[src/rtl/arb_pkg.sv]
// ----------------------------------------------------------------------------
// arb_pkg
//   Shared types and helpers for the bus grant controller family.
//   - arb_state_e : grant controller FSM states (IDLE, OWN, GAP)
//   - arb_vec_t   : widest request/grant vector any instance may use
//   - rotl1       : rotate an n-bit one-hot left by one position (wraps)
//   - is_onehot   : nonzero with exactly one bit set
//   - onehot2idx  : bit index of a one-hot vector (0 for an all-zero vector)
//   - hold_w      : tenure counter width for a given MAX_HOLD (at least 1)
//   Callers zero-extend their N-bit vectors to arb_vec_t and size-cast the
//   results back, so one set of helpers serves every N up to ARB_MAX_N.
// ----------------------------------------------------------------------------
package arb_pkg;

  localparam int unsigned ARB_MAX_N = 64;

  typedef logic [ARB_MAX_N-1:0] arb_vec_t;

  typedef enum logic [1:0] {
    ST_IDLE = 2'd0,
    ST_OWN  = 2'd1,
    ST_GAP  = 2'd2
  } arb_state_e;

  // Bits at or above n are expected to be zero on entry and are cleared on exit.
  function automatic arb_vec_t rotl1(input arb_vec_t v, input int unsigned n);
    arb_vec_t mask_v;
    // For n == ARB_MAX_N the shift overflows to zero and the subtract yields all ones.
    mask_v = (arb_vec_t'(1'b1) << n) - arb_vec_t'(1'b1);
    return ((v << 1) | (v >> (n - 32'd1))) & mask_v;
  endfunction

  function automatic logic is_onehot(input arb_vec_t v);
    return (v != '0) && ((v & (v - arb_vec_t'(1'b1))) == '0);
  endfunction

  // OR of the indices of set bits: exact for one-hot, 0 for zero.
  function automatic int unsigned onehot2idx(input arb_vec_t v);
    int unsigned idx;
    idx = 32'd0;
    for (int unsigned i = 0; i < ARB_MAX_N; i++) begin
      if (((v >> i) & arb_vec_t'(1'b1)) != '0) begin
        idx = idx | i;
      end else begin
        idx = idx;
      end
    end
    return idx;
  endfunction

  function automatic int hold_w(input int max_hold);
    int w;
    w = $clog2(max_hold + 32'sd1);
    if (w < 32'sd1) begin
      w = 32'sd1;
    end else begin
      w = w;
    end
    return w;
  endfunction

endpackage

[src/rtl/arb_onehot_enc.sv]
// ----------------------------------------------------------------------------
// arb_onehot_enc
//   Combinational one-hot to binary index encoder.
//   Ports:
//     onehot  in   N     one-hot (or zero) vector
//     idx     out  ID_W  index of the set bit; 0 when onehot is zero
// ----------------------------------------------------------------------------
module arb_onehot_enc
  import arb_pkg::*;
#(
  parameter int N    = 8,
  parameter int ID_W = $clog2(N)
) (
  input  logic [N-1:0]    onehot,
  output logic [ID_W-1:0] idx
);

  assign idx = ID_W'(onehot2idx(arb_vec_t'(onehot)));

endmodule

[src/rtl/arb_grant_ctrl.sv]
// ----------------------------------------------------------------------------
// arb_grant_ctrl
//   Sequential grant controller wrapped around the ppa parallel-prefix arbiter.
//   Drives the ppa priority pointer, captures a legal ppa grant onto the bus,
//   holds it for the owning master up to MAX_HOLD cycles, inserts a one-cycle
//   turnaround, and rotates priority round-robin on every capture.
//   Ports:
//     i_bus_clk    in   1     clock, rising edge
//     i_bus_rstn   in   1     asynchronous active-low reset
//     i_req        in   N     master requests (same vector the ppa sees)
//     i_ppa_grant  in   N     ppa grant, expected one-hot or zero
//     i_ppa_ag     in   1     ppa any-grant
//     o_prior      out  N     one-hot priority to ppa, straight from a register
//     o_grant      out  N     registered bus grant
//     o_grant_vld  out  1     registered |o_grant
//     o_grant_id   out  ID_W  registered index of o_grant (0 when none)
//     o_err        out  1     sticky illegal-grant flag
// ----------------------------------------------------------------------------
module arb_grant_ctrl
  import arb_pkg::*;
#(
  parameter int             N         = 8,
  parameter int             MAX_HOLD  = 16,
  parameter logic [N-1:0]   PRIOR_RST = {1'b1, {(N-1){1'b0}}},
  parameter int             ID_W      = $clog2(N)
) (
  input  logic            i_bus_clk,
  input  logic            i_bus_rstn,
  input  logic [N-1:0]    i_req,
  input  logic [N-1:0]    i_ppa_grant,
  input  logic            i_ppa_ag,
  output logic [N-1:0]    o_prior,
  output logic [N-1:0]    o_grant,
  output logic            o_grant_vld,
  output logic [ID_W-1:0] o_grant_id,
  output logic            o_err
);

  localparam int              HOLD_W   = hold_w(MAX_HOLD);
  localparam logic [HOLD_W-1:0] CNT_SAT  = '1;
  localparam logic [HOLD_W-1:0] HOLD_LIM = HOLD_W'(MAX_HOLD);
  localparam logic [HOLD_W-1:0] CNT_ONE  = HOLD_W'(1'b1);

  arb_state_e        state_r;
  logic [N-1:0]      grant_r;
  logic [N-1:0]      prior_r;
  logic [HOLD_W-1:0] cnt_r;
  logic              vld_r;
  logic [ID_W-1:0]   id_r;
  logic              err_r;

  arb_state_e        nxt_state_s;
  logic [N-1:0]      nxt_grant_s;
  logic [N-1:0]      nxt_prior_s;
  logic [HOLD_W-1:0] nxt_cnt_s;
  logic [ID_W-1:0]   nxt_id_s;
  logic              legal_s;
  logic              illegal_s;
  logic              owner_req_s;
  logic              limit_ok_s;
  logic              keep_s;

  assign legal_s     = i_ppa_ag & is_onehot(arb_vec_t'(i_ppa_grant));
  assign illegal_s   = i_ppa_ag & ~legal_s;
  assign owner_req_s = |(i_req & grant_r);
  // MAX_HOLD == 0 means tenure is bounded only by the owner's request.
  assign limit_ok_s  = (MAX_HOLD == 32'sd0) ? 1'b1 : (cnt_r < HOLD_LIM);
  assign keep_s      = owner_req_s & limit_ok_s;

  // Index of the next-state grant so id/vld register alongside o_grant.
  arb_onehot_enc #(
    .N    (N),
    .ID_W (ID_W)
  ) u_enc (
    .onehot (nxt_grant_s),
    .idx    (nxt_id_s)
  );

  // Next-state, next-grant, tenure count and priority decision.
  always_comb begin
    nxt_state_s = state_r;
    nxt_grant_s = grant_r;
    nxt_cnt_s   = cnt_r;
    nxt_prior_s = prior_r;
    case (state_r)
      // GAP makes the same capture decision as IDLE; it only exists so a
      // release is always followed by exactly one grant-free cycle.
      ST_IDLE, ST_GAP: begin
        if (legal_s) begin
          nxt_state_s = ST_OWN;
          nxt_grant_s = i_ppa_grant;
          nxt_cnt_s   = CNT_ONE;
          // Owner becomes lowest priority for the following arbitration.
          nxt_prior_s = N'(rotl1(arb_vec_t'(i_ppa_grant), N));
        end else begin
          nxt_state_s = ST_IDLE;
          nxt_grant_s = '0;
          nxt_cnt_s   = '0;
          nxt_prior_s = prior_r;
        end
      end
      ST_OWN: begin
        if (keep_s) begin
          nxt_state_s = ST_OWN;
          nxt_grant_s = grant_r;
          nxt_cnt_s   = (cnt_r == CNT_SAT) ? cnt_r : (cnt_r + CNT_ONE);
          nxt_prior_s = prior_r;
        end else begin
          nxt_state_s = ST_GAP;
          nxt_grant_s = '0;
          nxt_cnt_s   = '0;
          nxt_prior_s = prior_r;
        end
      end
      default: begin
        nxt_state_s = ST_IDLE;
        nxt_grant_s = '0;
        nxt_cnt_s   = '0;
        nxt_prior_s = prior_r;
      end
    endcase
  end

  // FSM state and all registered outputs.
  always_ff @(posedge i_bus_clk or negedge i_bus_rstn) begin
    if (!i_bus_rstn) begin
      state_r <= ST_IDLE;
      grant_r <= '0;
      prior_r <= PRIOR_RST;
      cnt_r   <= '0;
      vld_r   <= 1'b0;
      id_r    <= '0;
      err_r   <= 1'b0;
    end else begin
      state_r <= nxt_state_s;
      grant_r <= nxt_grant_s;
      prior_r <= nxt_prior_s;
      cnt_r   <= nxt_cnt_s;
      vld_r   <= |nxt_grant_s;
      id_r    <= nxt_id_s;
      err_r   <= err_r | illegal_s;
    end
  end

  assign o_prior     = prior_r;
  assign o_grant     = grant_r;
  assign o_grant_vld = vld_r;
  assign o_grant_id  = id_r;
  assign o_err       = err_r;

endmodule

[config.mk]
export PLATFORM = sky130hd
export DESIGN_NAME = arb_grant_ctrl
export DESIGN_NICKNAME = d
export VERILOG_FILES = /design/src/rtl/arb_pkg.sv /design/src/rtl/arb_onehot_enc.sv /design/src/rtl/arb_grant_ctrl.sv
export SDC_FILE = /design/constraint.sdc
export NUM_CORES = 1
export LEC_CHECK = 0
export BUFFER_PORTS_ARGS = -buffer_cell sky130_fd_sc_hd__buf_4
export CAP_MARGIN = 5
export CORE_AREA = 2 2 59 61
export CTS_BUF_LIST = sky130_fd_sc_hd__clkbuf_4
export CTS_CLUSTER_SIZE = 14
export DETAILED_ROUTE_END_ITERATION = 7
export DIE_AREA = 0 0 61 63
export PLACE_DENSITY = 0.76
export SETUP_SLACK_MARGIN = 0.02
export SYNTH_ARGS = -nofsm -noshare
export SYNTH_HDL_FRONTEND = slang
export SYNTH_SLANG_ARGS = --single-unit
[constraint.sdc]
create_clock -name i_bus_clk -period 1.35 [get_ports i_bus_clk]
set_input_delay 0.2025 -clock i_bus_clk [delete_from_list [all_inputs] [get_ports i_bus_clk]]
set_output_delay 0.2025 -clock i_bus_clk [all_outputs]
set_load 0.03 [all_outputs]
==> results of run 1 <==
==> stage by stage <==
stage                     util (%)  setup slack (ns)
after global routing          71.7            -0.149
after global placement        67.7            -0.209
after CTS                     69.8            -0.108
after floorplan                  -           -0.0744
after detailed placement      67.7            -0.244
final                         71.7           -0.0914
==> cell type report <==
class / instances / area [µm²] / share of cell area [%]
tap: 46 / 57.6 / 2.48
clock inverter: 1 / 3.75 / 0.162
clock buffer: 3 / 22.5 / 0.972
timing repair buffer: 84 / 648 / 28.0
sequential: 28 / 712 / 30.7
inverter: 3 / 11.3 / 0.486
multi-input combinational: 109 / 862 / 37.2
==> cell families after synthesis <==
family | count (synthesis) | share of synthesized area, %
DFF | 28 | 46.4
adders and majority gates | 3 | 2.32
AOI/OAI and AO/OA | 51 | 25.2
and+or+nand+nor | 50 | 19.5
xor gates and xnor gates | 4 | 2.32
muxes | 1 | 0.662
buffers and inverters | 13 | 3.64
==> per-layer routing <==
metal / global-route usage, % / up-vias / wire, µm
li1: - / 729 / -
met1: 32.9 / 777 / 1970
met2: 42.6 / 64 / 2400
met3: 4.14 / 13 / 248
met4: 8.15 / 0 / 114
met5: 0 / - / 0
==> layout by cell type (no fill, tap or decap), types with 2 or more instances in the layout <==
cell	count
nor4_1	2
o22ai_1	3
nor3_1	2
and4b_1	2
nand3_2	2
dfrtp_2	8
inv_1	3
nand3_1	4
nand4_1	3
xnor2_1	2
o21ai_0	9
buf_6	4
or4_1	2
o211ai_1	3
nor2b_1	5
and3_4	2
dfrtp_1	19
a22oi_2	4
o31ai_2	2
a22oi_1	2
or4_4	3
xor2_1	2
buf_4	79
clkbuf_4	3
nand2_1	8
o21ai_1	11
a32oi_1	3
nor2_1	7
a22o_1	2
==> repair_timing <==
action / in CTS / in global routing
cloned: 0 / 0
buffers inserted: 1 / 4
hold buffers: 1 / 0
pin swaps: 6 / 10
endpoints found under the setup margin: 14 / 25
resized for setup: 6 / 17
hold endpoints to repair: 27 / 0
==> worst max-delay path, delay by kind of cell (launching register included) <==
family | cells | cell delay (ns)
AO/OA/AOI/OAI | 4 | 0.67
buffers and inverters | 1 | 0.20
flip-flops | 1 | 0.47
==> flip-flops by register name (all words and copies together), names as in the netlist <==
register,count
o_prior,8
o_err,1
o_grant_vld,1
o_grant_id,3
cnt_r,5
o_grant,8
state_r,2
==> final timing paths <==
path                       slack (ns)           start             to
max                             -0.09      o_grant[6]  o_grant_id[2]
min in group asynchronous        0.30      i_bus_rstn     o_prior[5]
min                              0.11  i_ppa_grant[6]     o_grant[6]
max reg2reg                     -0.09      o_grant[6]  o_grant_id[2]
max in group asynchronous        0.75      i_bus_rstn     o_prior[7]
min reg2reg                      0.53           o_err          o_err
==> power groups by stage <==
stage	logic (mW)	registers [mW]	clock network [mW]
2_1_floorplan	0.116	0.896	0
5_1_grt	0.361	0.862	0.393
4_1_cts	0.318	0.860	0.361
3_5_place_dp	0.309	0.876	0
6_report	0.339	0.861	0.368
3_3_place_gp	0.299	0.875	0
==> metrics.cfg, run 1 <==
[run_status]
status=complete, but fails checks
violations=setup timing

[cts]
cts_buffers=3
cts_buffer_depth=2
clkTransAtPathRegs_ns=0.15
cts.sinks=28
cts_tree=built
clock_latency_ns=0.35
h-tree-depth=1
clockRootBuffer=clkbuf_4

[sta]
worst_hold_slack_ns=0.109
skew_ns=0.00912
tns_ns=-0.539
rsz0062_at_grt=yes
tightestPinTransition_ns=0.451
fin_crit_ns=1.44
finalCritPeriodShare_pct=107
hold_violations=0
fmax_mhz=694
max-slew-margin-rel_pct=69.6
setup_viol=13
setup_slack_ns=-0.0914
drv_slew=0

[place]
place_area_um2=2190
place_congestion=0.852
dp_cells=264
port_buffers=39
hpwlAfterDp_mm=3.53

[detailed_routing]
drc=0
wl_per_cell_um=17.3
routed_via_density=5.78
firstDrtPassIters=4
ant_nets=0
vias=1583
routed_wl_mm=4.73
drt-initial-drc-count=63

[logic_synthesis]
ys_ff_latch=28
synth_area_leader_cell=dfrtp_1
synth_common_cells=dfrtp_1 (27), o21ai_0 (21), nand2_1 (8), nor2_1 (7)
yosysWarnings=0
async_flop_share_pct=100
synth_cells=150
syn-num-nets=171
netlist_area_um2=1510
ys_types=47
synth_most_common_cell=dfrtp_1
yosys.area.top_type_share_pct=44.7
synth_area_per_cell_um2=10.1
synth_edf_count=0
synth.area.top_cells=dfrtp_1 (45%), o21ai_0 (7.0%), a22oi_1 (3.0%)
ys_seq_area_share_pct=46.4
synth_flop_cell=dfrtp_1

[pwr]
internal_power_mw=1.12
switchingPower_mw=0.446
p_per_area_nw_per_um2=677
p_leak_nw=1.03
sw_frac_of_total_pct=28.5
pwr-share-clk_pct=23.5
ir_drop_uv=619
power.total_mw=1.57
combPwrFrac_pct=21.6
seqPwrFrac_pct=54.9

[worst_setup_path]
crit_path_max_incr_delay_ns=0.47
cp_slowest_cell=dfrtp_2
worstPathArrival_ns=1.68
reg2reg_depth=5
endpoint_kind=register
critPathRequiredTime_ns=1.59
crit_type=register to register
start_kind=register
path_cells=a22oi_2 -> a41oi_2 -> buf_4 -> a32oi_1 -> o21ai_1
path_max_fanout=5

[global_route]
antenna_found_initial=0
grt-ovfl-total=0
first_global_vias=1566
track_usage_pct=25.5
grt_pass1_wl_mm=7.39
grt_max_degree=29

[run]
maxCapViolCount=0

[final_layout]
final_area_um2=2320
diodes=0
drive_gt1_share_pct=54.4
fillers=254
fin_cells=274
fin_nets=250
syn2layout_area_growth_pct=53.3

[floorplanning]
core_um2=3230
die_x_um=61
ioPinCount=40
initial_utilization_pct=46.8
die_y_um=63
rows=21
die-area_um2=3840

[min_path]
hold_depth=3
worstHoldPathType=input port to register

No activity file was read; power rests on OpenSTA's default activity.
==> inputs of run 2 (changes only) <==
--- a/config.mk
+++ b/config.mk
@@ -7,13 +7,16 @@
 export LEC_CHECK = 0
 export BUFFER_PORTS_ARGS = -buffer_cell sky130_fd_sc_hd__buf_4
 export CAP_MARGIN = 5
-export CORE_AREA = 2 2 59 61
+export CELL_PAD_IN_SITES_DETAIL_PLACEMENT = 0
+export CELL_PAD_IN_SITES_GLOBAL_PLACEMENT = 1
+export CORE_AREA = 2 2 67 69
 export CTS_BUF_LIST = sky130_fd_sc_hd__clkbuf_4
 export CTS_CLUSTER_SIZE = 14
 export DETAILED_ROUTE_END_ITERATION = 7
-export DIE_AREA = 0 0 61 63
-export PLACE_DENSITY = 0.76
+export DIE_AREA = 0 0 69 71
+export PLACE_DENSITY = 0.87
 export SETUP_SLACK_MARGIN = 0.02
+export SLEW_MARGIN = 10
 export SYNTH_ARGS = -nofsm -noshare
 export SYNTH_HDL_FRONTEND = slang
 export SYNTH_SLANG_ARGS = --single-unit
==> run 2 against run 1 <==
The flow still finishes with violations (setup timing). Sequential power about the same. Sequential cell count did not move. First-iteration DRC count shrank 19%. Critical path depth rose by 1. Wire length is 10% lower. Critical endpoint is now cnt_r[3].
==> metrics.cfg, run 2 (same netlist as run 1, synthesis figures left out) <==
[pwr]
sw_frac_of_total_pct=24.7  ; -3.8 points
ir_drop_uv=433  ; -30%
pwr-share-clk_pct=31.9  ; +8.4 points
p_leak_nw=1.11  ; +7.8%
internal_power_mw=1.31  ; +16%
seqPwrFrac_pct=49.6  ; -5.3 points
p_per_area_nw_per_um2=715  ; +5.6%
power.total_mw=1.73  ; +11%
combPwrFrac_pct=18.6  ; -3.0 points
switchingPower_mw=0.428  ; -4.2%

[worst_setup_path]
worstSetupStartpoint=cnt_r[1]
r2r_end=cnt_r[3]
critPathTopFamily=simple AND/OR/NAND/NOR gates
start_kind=register
endpoint_kind=register
worstPathArrival_ns=1.69  ; about the same
worst-path-buf-inv=0  ; -1
path_max_fanout=5  ; unchanged
path_cells=ha_2 -> and3_4 -> ha_4 -> nand4b_1 -> xor2_1 -> nor2_1
critPathRequiredTime_ns=1.62  ; +0.03 ns
crit_path_max_incr_delay_ns=0.41  ; -0.06 ns
crit_type=register to register
reg2reg_depth=6  ; +1
rrSetupSlack_ns=-0.06  ; +0.03 ns
cp_slowest_cell=dfrtp_1
r2r-start=cnt_r[1]

[final_layout]
diodes=0  ; unchanged
layout_commonest_cell=buf_4
layout_common_cells=buf_4 (84), dfrtp_1 (19), o21ai_0 (13)
fillers=372  ; +46%
drive_gt1_share_pct=58.5  ; +4.2 points
fin_cells=286  ; +4.4%
final_util_pct=57.7  ; -14 points
fin_nets=256  ; +2.4%
syn2layout_area_growth_pct=60.5
regArea_um2=712  ; unchanged
multi_input_area_um2=888  ; +3.0%

[sta]
rsz0062_at_grt=yes
hold_violations=0  ; unchanged
setup_slack_ns=-0.0637  ; +0.0278 ns
tns_ns=-0.325  ; +0.214 ns
fmax_mhz=707  ; +2.0%
tightestPinTransition_ns=0.430  ; -0.0211 ns
max-slew-margin-rel_pct=71.1  ; +1.4 points
finalCritPeriodShare_pct=105  ; -2.1 points
skew_ns=0.00754  ; -0.00158 ns
drv_slew=0  ; unchanged
setup_viol=10  ; -3
fin_crit_ns=1.41  ; -0.0278 ns

[cts]
clkTransAtPathRegs_ns=0.16  ; about the same
clockRootBuffer=clkbuf_4
h-tree-depth=1  ; unchanged
clock_latency_ns=0.32  ; -0.03 ns
cts.sinks=28  ; unchanged
cts_buffer_depth=2  ; unchanged
cts_buffers=3  ; unchanged
cts_tree=built

[run_status]
violations=setup timing
status=complete, but fails checks

[global_route]
grt_max_degree=29  ; unchanged
antenna_found_initial=0  ; unchanged
grt-ovfl-total=0  ; unchanged
first_global_vias=1560  ; -0.38%
grt_pass1_wl_mm=7.21  ; -2.4%
track_usage_pct=17.9  ; -7.7 points

[detailed_routing]
ant_nets=0  ; unchanged
drt-initial-drc-count=51  ; -19%
firstDrtPassIters=4  ; unchanged
vias=1494  ; -5.6%
routed_via_density=5.22  ; -9.6%
drc=0  ; unchanged
wl_per_cell_um=14.9  ; -14%
routed_wl_mm=4.26  ; -10%

[floorplanning]
rows=24  ; +14%
die_x_um=69  ; +13%
ioPinCount=40  ; unchanged
core_um2=4200  ; +30%
die-area_um2=4900  ; +27%
die_y_um=71  ; +13%
initial_utilization_pct=36.0  ; -11 points

[place]
hpwlAfterDp_mm=3.16  ; -11%
port_buffers=39  ; unchanged
dp_cells=274  ; +3.8%
dp_slack_ns=-0.224  ; +0.0195 ns
place_congestion=0.880  ; +3.2%

[min_path]
hold_depth=3  ; unchanged
min_from=i_ppa_ag
worstHoldPathType=input port to register
hold_path_end=o_err

[run]
maxCapViolCount=0  ; unchanged

## run 2: how the worst max path moves through the flow
stage	end	cells past startpoint
final	cnt_r[3]	6
after detailed placement	o_prior[7]	4
after floorplan	o_prior[7]	4
after global placement	o_prior[7]	4
after global routing	cnt_r[3]	6
after CTS	cnt_r[3]	6
## run 2: stage by stage
stage          hold slack, ns  instance area (µm²)
2_1_floorplan         -0.0931                 1600
3_3_place_gp            0.140                 2220
3_5_place_dp            0.142                 2220
4_1_cts                 0.130                 2340
5_1_grt                 0.128                 2430
6_report                0.138                 2430
## run 2: area by class of cell
| cell class | instances | area share, % |
|---|---|---|
| Inverter | 3 | 0.464 |
| Sequential cell | 28 | 29.3 |
| Clock inverter | 1 | 1.24 |
| Clock buffer | 3 | 0.928 |
| Multi-Input combinational cell | 109 | 36.6 |
| Tap cell | 52 | 2.68 |
| Timing Repair Buffer | 90 | 28.7 |
## run 2: power by group through the flow
| stage | combinational, mW | sequential (mW) | clock [mW] |
|---|---|---|---|
| 2_1_floorplan | 0.116 | 0.896 | 0 |
| 4_1_cts | 0.316 | 0.860 | 0.571 |
| 6_report | 0.322 | 0.860 | 0.552 |
| 5_1_grt | 0.349 | 0.862 | 0.603 |
| 3_3_place_gp | 0.305 | 0.875 | 0 |
| 3_5_place_dp | 0.309 | 0.875 | 0 |
## run 2: worst min-delay path, delay by kind of cell
| kind | cells | cell delay [ns] |
|---|---|---|
| AOI/OAI and AO/OA | 2 | 0.13 |
| buffers and inverters | 1 | 0.12 |
## run 2: per-layer routing
layer | GRT usage (%) | vias up | share of wire [%]
li1 | - | 743 | -
met1 | 24.4 | 717 | 47
met3 | 2.71 | 4 | 3.4
met2 | 29.3 | 30 | 49
met4 | 5.66 | 0 | 1.3
met5 | 0 | - | 0
## run 2: what timing repair did
| action | 4_1_cts | 5_1_grt |
|---|---|---|
| endpoints found under the hold margin | 27 | 0 |
| gates cloned | 0 | 0 |
| setup endpoints to repair | 16 | 20 |
| pin swaps | 10 | 6 |
| hold buffers | 1 | 0 |
| gates resized for setup | 7 | 19 |
| buffers inserted | 3 | 4 |
